==> src/rtl/ram_stream_reader_if.sv <==
// Descriptor, RAM read port and output stream of the RAM stream reader.
// The reader binds to master; the RAM and consumer side binds to slave.
interface ram_stream_reader_if #(
    parameter int DATA_WIDTH  = 16,
    parameter int ADDR_WIDTH  = 16,
    parameter int COUNT_WIDTH = 16
);
    logic                   start;
    logic [ADDR_WIDTH-1:0]  base_addr;
    logic [ADDR_WIDTH-1:0]  stride;
    logic [COUNT_WIDTH-1:0] num_words;
    logic                   busy;
    logic                   done;

    logic                   mem_read_req;
    logic [ADDR_WIDTH-1:0]  mem_read_addr;
    logic [DATA_WIDTH-1:0]  mem_read_data;

    logic                   out_valid;
    logic [DATA_WIDTH-1:0]  out_data;
    logic                   out_last;
    logic                   out_ready;

    modport master (
        input  start, base_addr, stride, num_words, mem_read_data, out_ready,
        output busy, done, mem_read_req, mem_read_addr, out_valid, out_data, out_last
    );

    modport slave (
        output start, base_addr, stride, num_words, mem_read_data, out_ready,
        input  busy, done, mem_read_req, mem_read_addr, out_valid, out_data, out_last
    );
endinterface

==> src/rtl/ram_stream_reader.sv <==
// Strided RAM reader: issues reads for a descriptor, absorbs the 1-cycle read
// latency and delivers words as a valid/ready stream with a last marker.
//
//   state | meaning
//   ------+-----------------------------------------------------------
//   IDLE  | waiting for a start strobe
//   RUN   | reads still to be issued
//   DRAIN | all reads issued, waiting for the final handshake
//   DONE  | one-cycle completion pulse, back to IDLE next
module ram_stream_reader #(
    parameter int DATA_WIDTH  = 16,
    parameter int ADDR_WIDTH  = 16,
    parameter int COUNT_WIDTH = 16
) (
    input logic                 clk,
    input logic                 reset,
    ram_stream_reader_if.master bus
);
    typedef enum logic [1:0] {IDLE, RUN, DRAIN, DONE} state_t;

    state_t                 state;
    logic [ADDR_WIDTH-1:0]  addr;
    logic [ADDR_WIDTH-1:0]  stride_q;
    logic [COUNT_WIDTH-1:0] issue_rem;
    logic [COUNT_WIDTH-1:0] deliver_rem;
    logic                   inflight;
    logic                   busy_q;
    logic                   done_q;

    logic [DATA_WIDTH-1:0]  fifo_mem [2];
    logic                   wr_ptr;
    logic                   rd_ptr;
    logic [1:0]             fifo_count;

    logic                   out_valid;
    logic                   pop;
    logic                   bypass;
    logic                   push;
    logic                   fifo_pop;
    logic                   issue;
    logic [2:0]             occupancy;
    logic [DATA_WIDTH-1:0]  head;

    // The returning word is presented in the same cycle it arrives, so an
    // empty FIFO passes it straight through instead of costing a cycle.
    assign out_valid = (fifo_count != 2'd0) || inflight;
    assign pop       = out_valid && bus.out_ready;
    assign bypass    = pop && (fifo_count == 2'd0);
    assign push      = inflight && !bypass;
    assign fifo_pop  = pop && (fifo_count != 2'd0);

    // pop implies a stored or arriving word, so this never underflows
    assign occupancy = {1'b0, fifo_count} + {2'b00, inflight} - {2'b00, pop};
    assign issue     = (state == RUN) && (issue_rem != '0) && (occupancy <= 3'd1);

    always_comb begin
        head = '0;
        if (fifo_count != 2'd0) begin
            head = fifo_mem[rd_ptr];
        end else if (inflight) begin
            head = bus.mem_read_data;
        end
    end

    assign bus.busy          = busy_q;
    assign bus.done          = done_q;
    assign bus.mem_read_req  = issue;
    assign bus.mem_read_addr = addr;
    assign bus.out_valid     = out_valid;
    assign bus.out_data      = head;
    assign bus.out_last      = out_valid && (deliver_rem == COUNT_WIDTH'(1));

    always_ff @(posedge clk) begin
        if (reset) begin
            state       <= IDLE;
            addr        <= '0;
            stride_q    <= '0;
            issue_rem   <= '0;
            deliver_rem <= '0;
            inflight    <= 1'b0;
            wr_ptr      <= 1'b0;
            rd_ptr      <= 1'b0;
            fifo_count  <= 2'd0;
            busy_q      <= 1'b0;
            done_q      <= 1'b0;
        end else begin
            inflight <= issue;
            done_q   <= 1'b0;

            if (issue) begin
                addr      <= addr + stride_q;
                issue_rem <= issue_rem - COUNT_WIDTH'(1);
            end
            if (pop) begin
                deliver_rem <= deliver_rem - COUNT_WIDTH'(1);
            end

            if (push) begin
                wr_ptr <= ~wr_ptr;
            end
            if (fifo_pop) begin
                rd_ptr <= ~rd_ptr;
            end
            fifo_count <= fifo_count + {1'b0, push} - {1'b0, fifo_pop};

            case (state)
                IDLE: begin
                    if (bus.start) begin
                        addr        <= bus.base_addr;
                        stride_q    <= bus.stride;
                        issue_rem   <= bus.num_words;
                        deliver_rem <= bus.num_words;
                        if (bus.num_words == '0) begin
                            state  <= DONE;
                            done_q <= 1'b1;
                        end else begin
                            state  <= RUN;
                            busy_q <= 1'b1;
                        end
                    end
                end
                RUN: begin
                    if (issue && (issue_rem == COUNT_WIDTH'(1))) begin
                        state <= DRAIN;
                    end
                end
                DRAIN: begin
                    if (pop && (deliver_rem == COUNT_WIDTH'(1))) begin
                        state  <= DONE;
                        busy_q <= 1'b0;
                        done_q <= 1'b1;
                    end
                end
                DONE: begin
                    state <= IDLE;
                end
            endcase
        end
    end

    // Storage has no reset; out_data is masked to zero while nothing is valid.
    always_ff @(posedge clk) begin
        if (push) begin
            fifo_mem[wr_ptr] <= bus.mem_read_data;
        end
    end
endmodule

==> src/flat_wrapper.sv <==
// flat-port wrapper written by rule: the top's interface ports become plain ports
module ram_stream_reader_flat 
#(
    parameter int DATA_WIDTH  = 16,
    parameter int ADDR_WIDTH  = 16,
    parameter int COUNT_WIDTH = 16
)
  (clk, reset, bus_start, bus_base_addr, bus_stride, bus_num_words, bus_mem_read_data, bus_out_ready, bus_busy, bus_done, bus_mem_read_req, bus_mem_read_addr, bus_out_valid, bus_out_data, bus_out_last);
  ram_stream_reader_if #(.DATA_WIDTH(DATA_WIDTH), .ADDR_WIDTH(ADDR_WIDTH), .COUNT_WIDTH(COUNT_WIDTH)) bus_i ();
  input logic clk;
  input logic reset;
  input wire logic [$bits(bus_i.start)-1:0] bus_start;
  input wire logic [$bits(bus_i.base_addr)-1:0] bus_base_addr;
  input wire logic [$bits(bus_i.stride)-1:0] bus_stride;
  input wire logic [$bits(bus_i.num_words)-1:0] bus_num_words;
  input wire logic [$bits(bus_i.mem_read_data)-1:0] bus_mem_read_data;
  input wire logic [$bits(bus_i.out_ready)-1:0] bus_out_ready;
  output wire logic [$bits(bus_i.busy)-1:0] bus_busy;
  output wire logic [$bits(bus_i.done)-1:0] bus_done;
  output wire logic [$bits(bus_i.mem_read_req)-1:0] bus_mem_read_req;
  output wire logic [$bits(bus_i.mem_read_addr)-1:0] bus_mem_read_addr;
  output wire logic [$bits(bus_i.out_valid)-1:0] bus_out_valid;
  output wire logic [$bits(bus_i.out_data)-1:0] bus_out_data;
  output wire logic [$bits(bus_i.out_last)-1:0] bus_out_last;
  assign bus_i.start = bus_start;
  assign bus_i.base_addr = bus_base_addr;
  assign bus_i.stride = bus_stride;
  assign bus_i.num_words = bus_num_words;
  assign bus_i.mem_read_data = bus_mem_read_data;
  assign bus_i.out_ready = bus_out_ready;
  assign bus_busy = bus_i.busy;
  assign bus_done = bus_i.done;
  assign bus_mem_read_req = bus_i.mem_read_req;
  assign bus_mem_read_addr = bus_i.mem_read_addr;
  assign bus_out_valid = bus_i.out_valid;
  assign bus_out_data = bus_i.out_data;
  assign bus_out_last = bus_i.out_last;
  ram_stream_reader #(.DATA_WIDTH(DATA_WIDTH), .ADDR_WIDTH(ADDR_WIDTH), .COUNT_WIDTH(COUNT_WIDTH)) u_core (.clk(clk), .reset(reset), .bus(bus_i));
endmodule
==> config.mk <==
export PLATFORM = sky130hd
export DESIGN_NAME = ram_stream_reader_flat
export DESIGN_NICKNAME = d
export VERILOG_FILES = /design/src/rtl/ram_stream_reader_if.sv /design/src/rtl/ram_stream_reader.sv /design/src/flat_wrapper.sv
export SDC_FILE = /design/constraint.sdc
export NUM_CORES = 1
export LEC_CHECK = 0
export ABC_AREA = 1
export CAP_MARGIN = 10
export CORE_MARGIN = 5
export CORE_UTILIZATION = 54
export CTS_CLUSTER_SIZE = 40
export DETAILED_ROUTE_END_ITERATION = 16
export GPL_ROUTABILITY_DRIVEN = 1
export HOLD_SLACK_MARGIN = 0.03
export PLACE_DENSITY = 0.81
export SETUP_SLACK_MARGIN = 0.02
export SLEW_MARGIN = 20
export SYNTH_ARGS = -nofsm -noshare
export SYNTH_HDL_FRONTEND = slang
export SYNTH_SLANG_ARGS = --single-unit
==> constraint.sdc <==
create_clock -name clk -period 3.5 [get_ports clk]
set_input_delay 0.35 -clock clk [delete_from_list [all_inputs] [get_ports clk]]
set_output_delay 0.35 -clock clk [all_outputs]
set_load 0.1 [all_outputs]
==> results.py <==
metrics = {
    "status": {
        "status": "completed",
    },
    "critical_path": {
        "worst_path_most_repeated_cell": "nand2_1",
        "r2r_end": "u_core.issue_rem[15]",
        "startpoint_type": "register",
        "cp_max_fo": 10,
        "r2r_cells": 20,
        "crit_arrival_ns": 2.91,
        "endpoint_kind": "primary output",
        "crit_type": "reg -> out",
        "reg2reg_slack_ns": 0.47,
        "cp-startpoint": "u_core.fifo_count[1]",
        "worst-endpoint-required_ns": 3.15,
        "critPathMaxStageDelay_ns": 0.47,
        "cp_slowest_cell": "fa_1",
        "crit_path_cell_trace": "nor2_4 > nand2_2 > nand2_1 > nor2_1 > o21bai_1 > ha_1 > inv_1 > fa_1 > nand2_1 > inv_1 > nand2_1 > nor2_1 > nand2_2 > clkinvlp_4 > buf_12",
        "rr_startpoint": "u_core.fifo_count[1]",
    },
    "pwr": {
        "leakage_nw": 3.74,
        "peakVddDrop_uv": 844,
        "p_per_area_nw_per_um2": 990,
    },
    "floorplanning": {
        "ios": 105,
        "initial_core_util_pct": 55.2,
        "dieWidth_um": 118,
        "rows": 39,
        "die_y_um": 118,
        "die-area_um2": 14000,
        "core_um2": 11500,
    },
    "yosys": {
        "yosysWarnings": 0,
        "syn_nets": 1007,
        "synth_area_um2": 6330,
        "synth_seq_cells": 106,
        "syn_inst": 911,
        "synthDistinctLibCells": 37,
        "syn_avg_cell_area_um2": 6.94,
        "synth-seq-area-share_pct": 38.6,
    },
    "grt": {
        "gr-usage-all-layers_pct": 22.0,
        "grt_pass1_wl_mm": 25.9,
        "antenna_found_initial": 0,
        "grt_max_degree": 73,
        "overflow": 0,
        "grt_pass1_vias": 5595,
    },
    "hold_path": {
        "hold_class": "reg -> reg",
        "holdCritStartpoint": "u_core.rd_ptr",
        "hold_path_depth": 1,
    },
    "clock_network": {
        "cts_tree": "built",
        "clk_latency_ns": 0.36,
        "cts_sinks": 106,
        "cts_root_buffer": "clkbuf_16",
        "clk_pin_slew_ns": 0.08,
        "cts_buffer_depth": 2,
        "htree_levels": 3,
        "cts_buffers": 9,
    },
    "timing": {
        "finClkSkew_ns": 0.00477,
        "worst_pin_slew_ns": 1.01,
        "hold_slack_ns": 0.454,
        "finalHoldViolations": 0,
        "drv_slew": 0,
        "clock.fmax_mhz": 307,
        "min_period_ns": 3.26,
        "fin_ws_ns": 0.245,
        "slew_headroom_pct": 32.4,
        "setup_viol": 0,
        "grt_setup_unrepaired": "false",
        "fin_crit_sh_pct": 93.0,
        "setup_tns_ns": 0,
    },
    "layout": {
        "final_area_um2": 7810,
        "diodes": 0,
        "nets": 1104,
        "drive_above_1_share_pct": 8.09,
        "fillers": 971,
        "instances_no_fill": 1156,
        "area_growth_pct": 23.5,
    },
    "placement": {
        "port-buffer-count": 104,
        "place.gp.congestion": 0.920,
        "placed_area_um2": 7470,
        "hpwlAfterDp_mm": 11.1,
        "dp_cells": 1137,
        "dpl_worst_slack_ns": 0.185,
    },
    "drt": {
        "drtIter0Drc": 431,
        "wl_per_cell_um": 13.2,
        "drc_errors": 0,
        "first_pass_iters": 6,
        "wirelength_mm": 15.3,
        "met3_wirelength_um": 818,
        "ant_nets": 0,
        "top_layer": "met4",
        "vias": 5936,
        "met2_length_mm": 7.19,
        "drt-vias-per-instance": 5.13,
        "drt-met1-wl_mm": 7.04,
    },
    "flow_run": {
        "maxCapViolations": 0,
    },
}
==> what timing repair did <==
| action | in CTS | in global routing |
|---|---|---|
| hold buffers | 0 | 0 |
| endpoints found under the setup margin | 0 | 1 |
| gates resized for setup | 0 | 2 |
| setup buffers | 0 | 3 |
==> Yosys cell counts, drive strengths merged <==
cell,n,share of area [%]
nor3,5,0.40
nand2,209,13
o211ai,2,0.24
clkbuf,20,1.2
o31ai,17,2.0
xnor2,11,1.5
or2,2,0.20
and3,1,0.099
nor2,167,10
nand3,77,6.3
inv,125,7.4
o21bai,2,0.24
buf,12,1.6
a211oi,1,0.12
fa,2,0.63
ha,26,5.1
a31oi,2,0.20
xor2,13,1.8
a21oi,49,4.1
o21ai,51,4.0
dfxtp,74,23
nand3b,5,0.59
nand4,4,0.40
a21boi,1,0.12
edfxtp,32,15
and2,1,0.099
==> layer usage <==
layer,up-vias,track usage [%]
met4,0,6.09
li1,3095,-
met1,2683,28.4
met2,142,36.9
met3,16,5.30
met5,-,0
==> registers in the layout, indices dropped and copies added (netlist names), named ones only <==
register,count
u_core.inflight,1
u_core.fifo_mem,32
u_core.stride_q,16
u_core.bus.mem_read_addr,16
u_core.fifo_count,2
u_core.state,2
u_core.bus.done,1
u_core.bus.busy,1
u_core.deliver_rem,16
u_core.issue_rem,16
u_core.wr_ptr,1
u_core.rd_ptr,1
==> per-stage QoR <==
stage | util, % | power, mW
2_1_floorplan | - | 5.68
5_1_grt | 68.1 | 8.30
4_1_cts | 67.9 | 7.71
3_5_place_dp | 65.2 | 6.64
3_3_place_gp | 65.2 | 6.58
6_report | 68.1 | 7.73
==> worst max-delay path by stage <==
stage | end | cells after the start | slack, ns
6_report | bus_mem_read_req | 15 | 0.24
5_1_grt | bus_mem_read_req | 15 | 0.03
4_1_cts | bus_mem_read_req | 15 | 0.04
3_5_place_dp | u_core.issue_rem[15] | 18 | 0.19
3_3_place_gp | bus_mem_read_req | 14 | 0.29
2_1_floorplan | bus_out_data[1] | 3 | 0.06
==> cell usage in the layout, fill, tap and decap left out, types with 2 or more instances in the layout <==
master and instances:
a21oi_1 47, a31oi_1 2, buf_4 31, clkbuf_16 10, clkdlybuf4s50_1 86, clkinvlp_4 2
dfxtp_1 73, edfxtp_1 32, fa_1 2, ha_1 26, inv_1 122, inv_2 2
inv_8 4, nand2_1 204, nand2_2 5, nand3_1 74, nand3_2 3, nand3b_1 5
nand4_1 4, nor2_1 159, nor2_2 6, nor2_4 2, nor3_1 5, o211ai_1 2
o21ai_0 49, o21ai_1 2, o21bai_1 2, o31ai_1 7, o31ai_2 10, or2_2 2
xnor2_1 11, xor2_1 13
==> cell families (layout without fill, tap and decap cells) <==
kind of cell               Yosys count  after routing  synth area share (%)
and+or+nand+nor                    471            471                  31.0
AOI/OAI and AO/OA                  125            125                  11.1
buffers and inverters              157            259                  10.2
adders and majority gates           28             28                  5.78
DFF                                106            106                  38.6
xor gates and xnor gates            24             24                  3.32
==> layout make-up <==
| cell class | instances | area (um2) | share of cell area [%] |
|---|---|---|---|
| clock buffer | 10 | 250 | 3.20 |
| sequential | 106 | 2440 | 31.3 |
| clock inverter | 6 | 61.3 | 0.785 |
| timing repair buffer | 118 | 1110 | 14.3 |
| tap | 143 | 179 | 2.29 |
| inverter | 125 | 473 | 6.05 |
| multi-input combinational | 648 | 3290 | 42.1 |
==> critical path: cells and delay by family (launching register included) <==
family / cells / cell delay, ns
and+or+nand+nor: 8 / 0.83
DFF: 1 / 0.42
buffers and inverters: 4 / 0.51
adders and majority gates: 2 / 0.64
AOI/OAI and AO/OA: 1 / 0.15
==> report_power, final <==
| group | internal (mW) | switching (mW) |
|---|---|---|
| clock | 0.549 | 0.500 |
| sequential | 1.59 | 0.287 |
| combinational | 1.41 | 3.39 |
No activity file was read; power rests on OpenSTA's default activity.
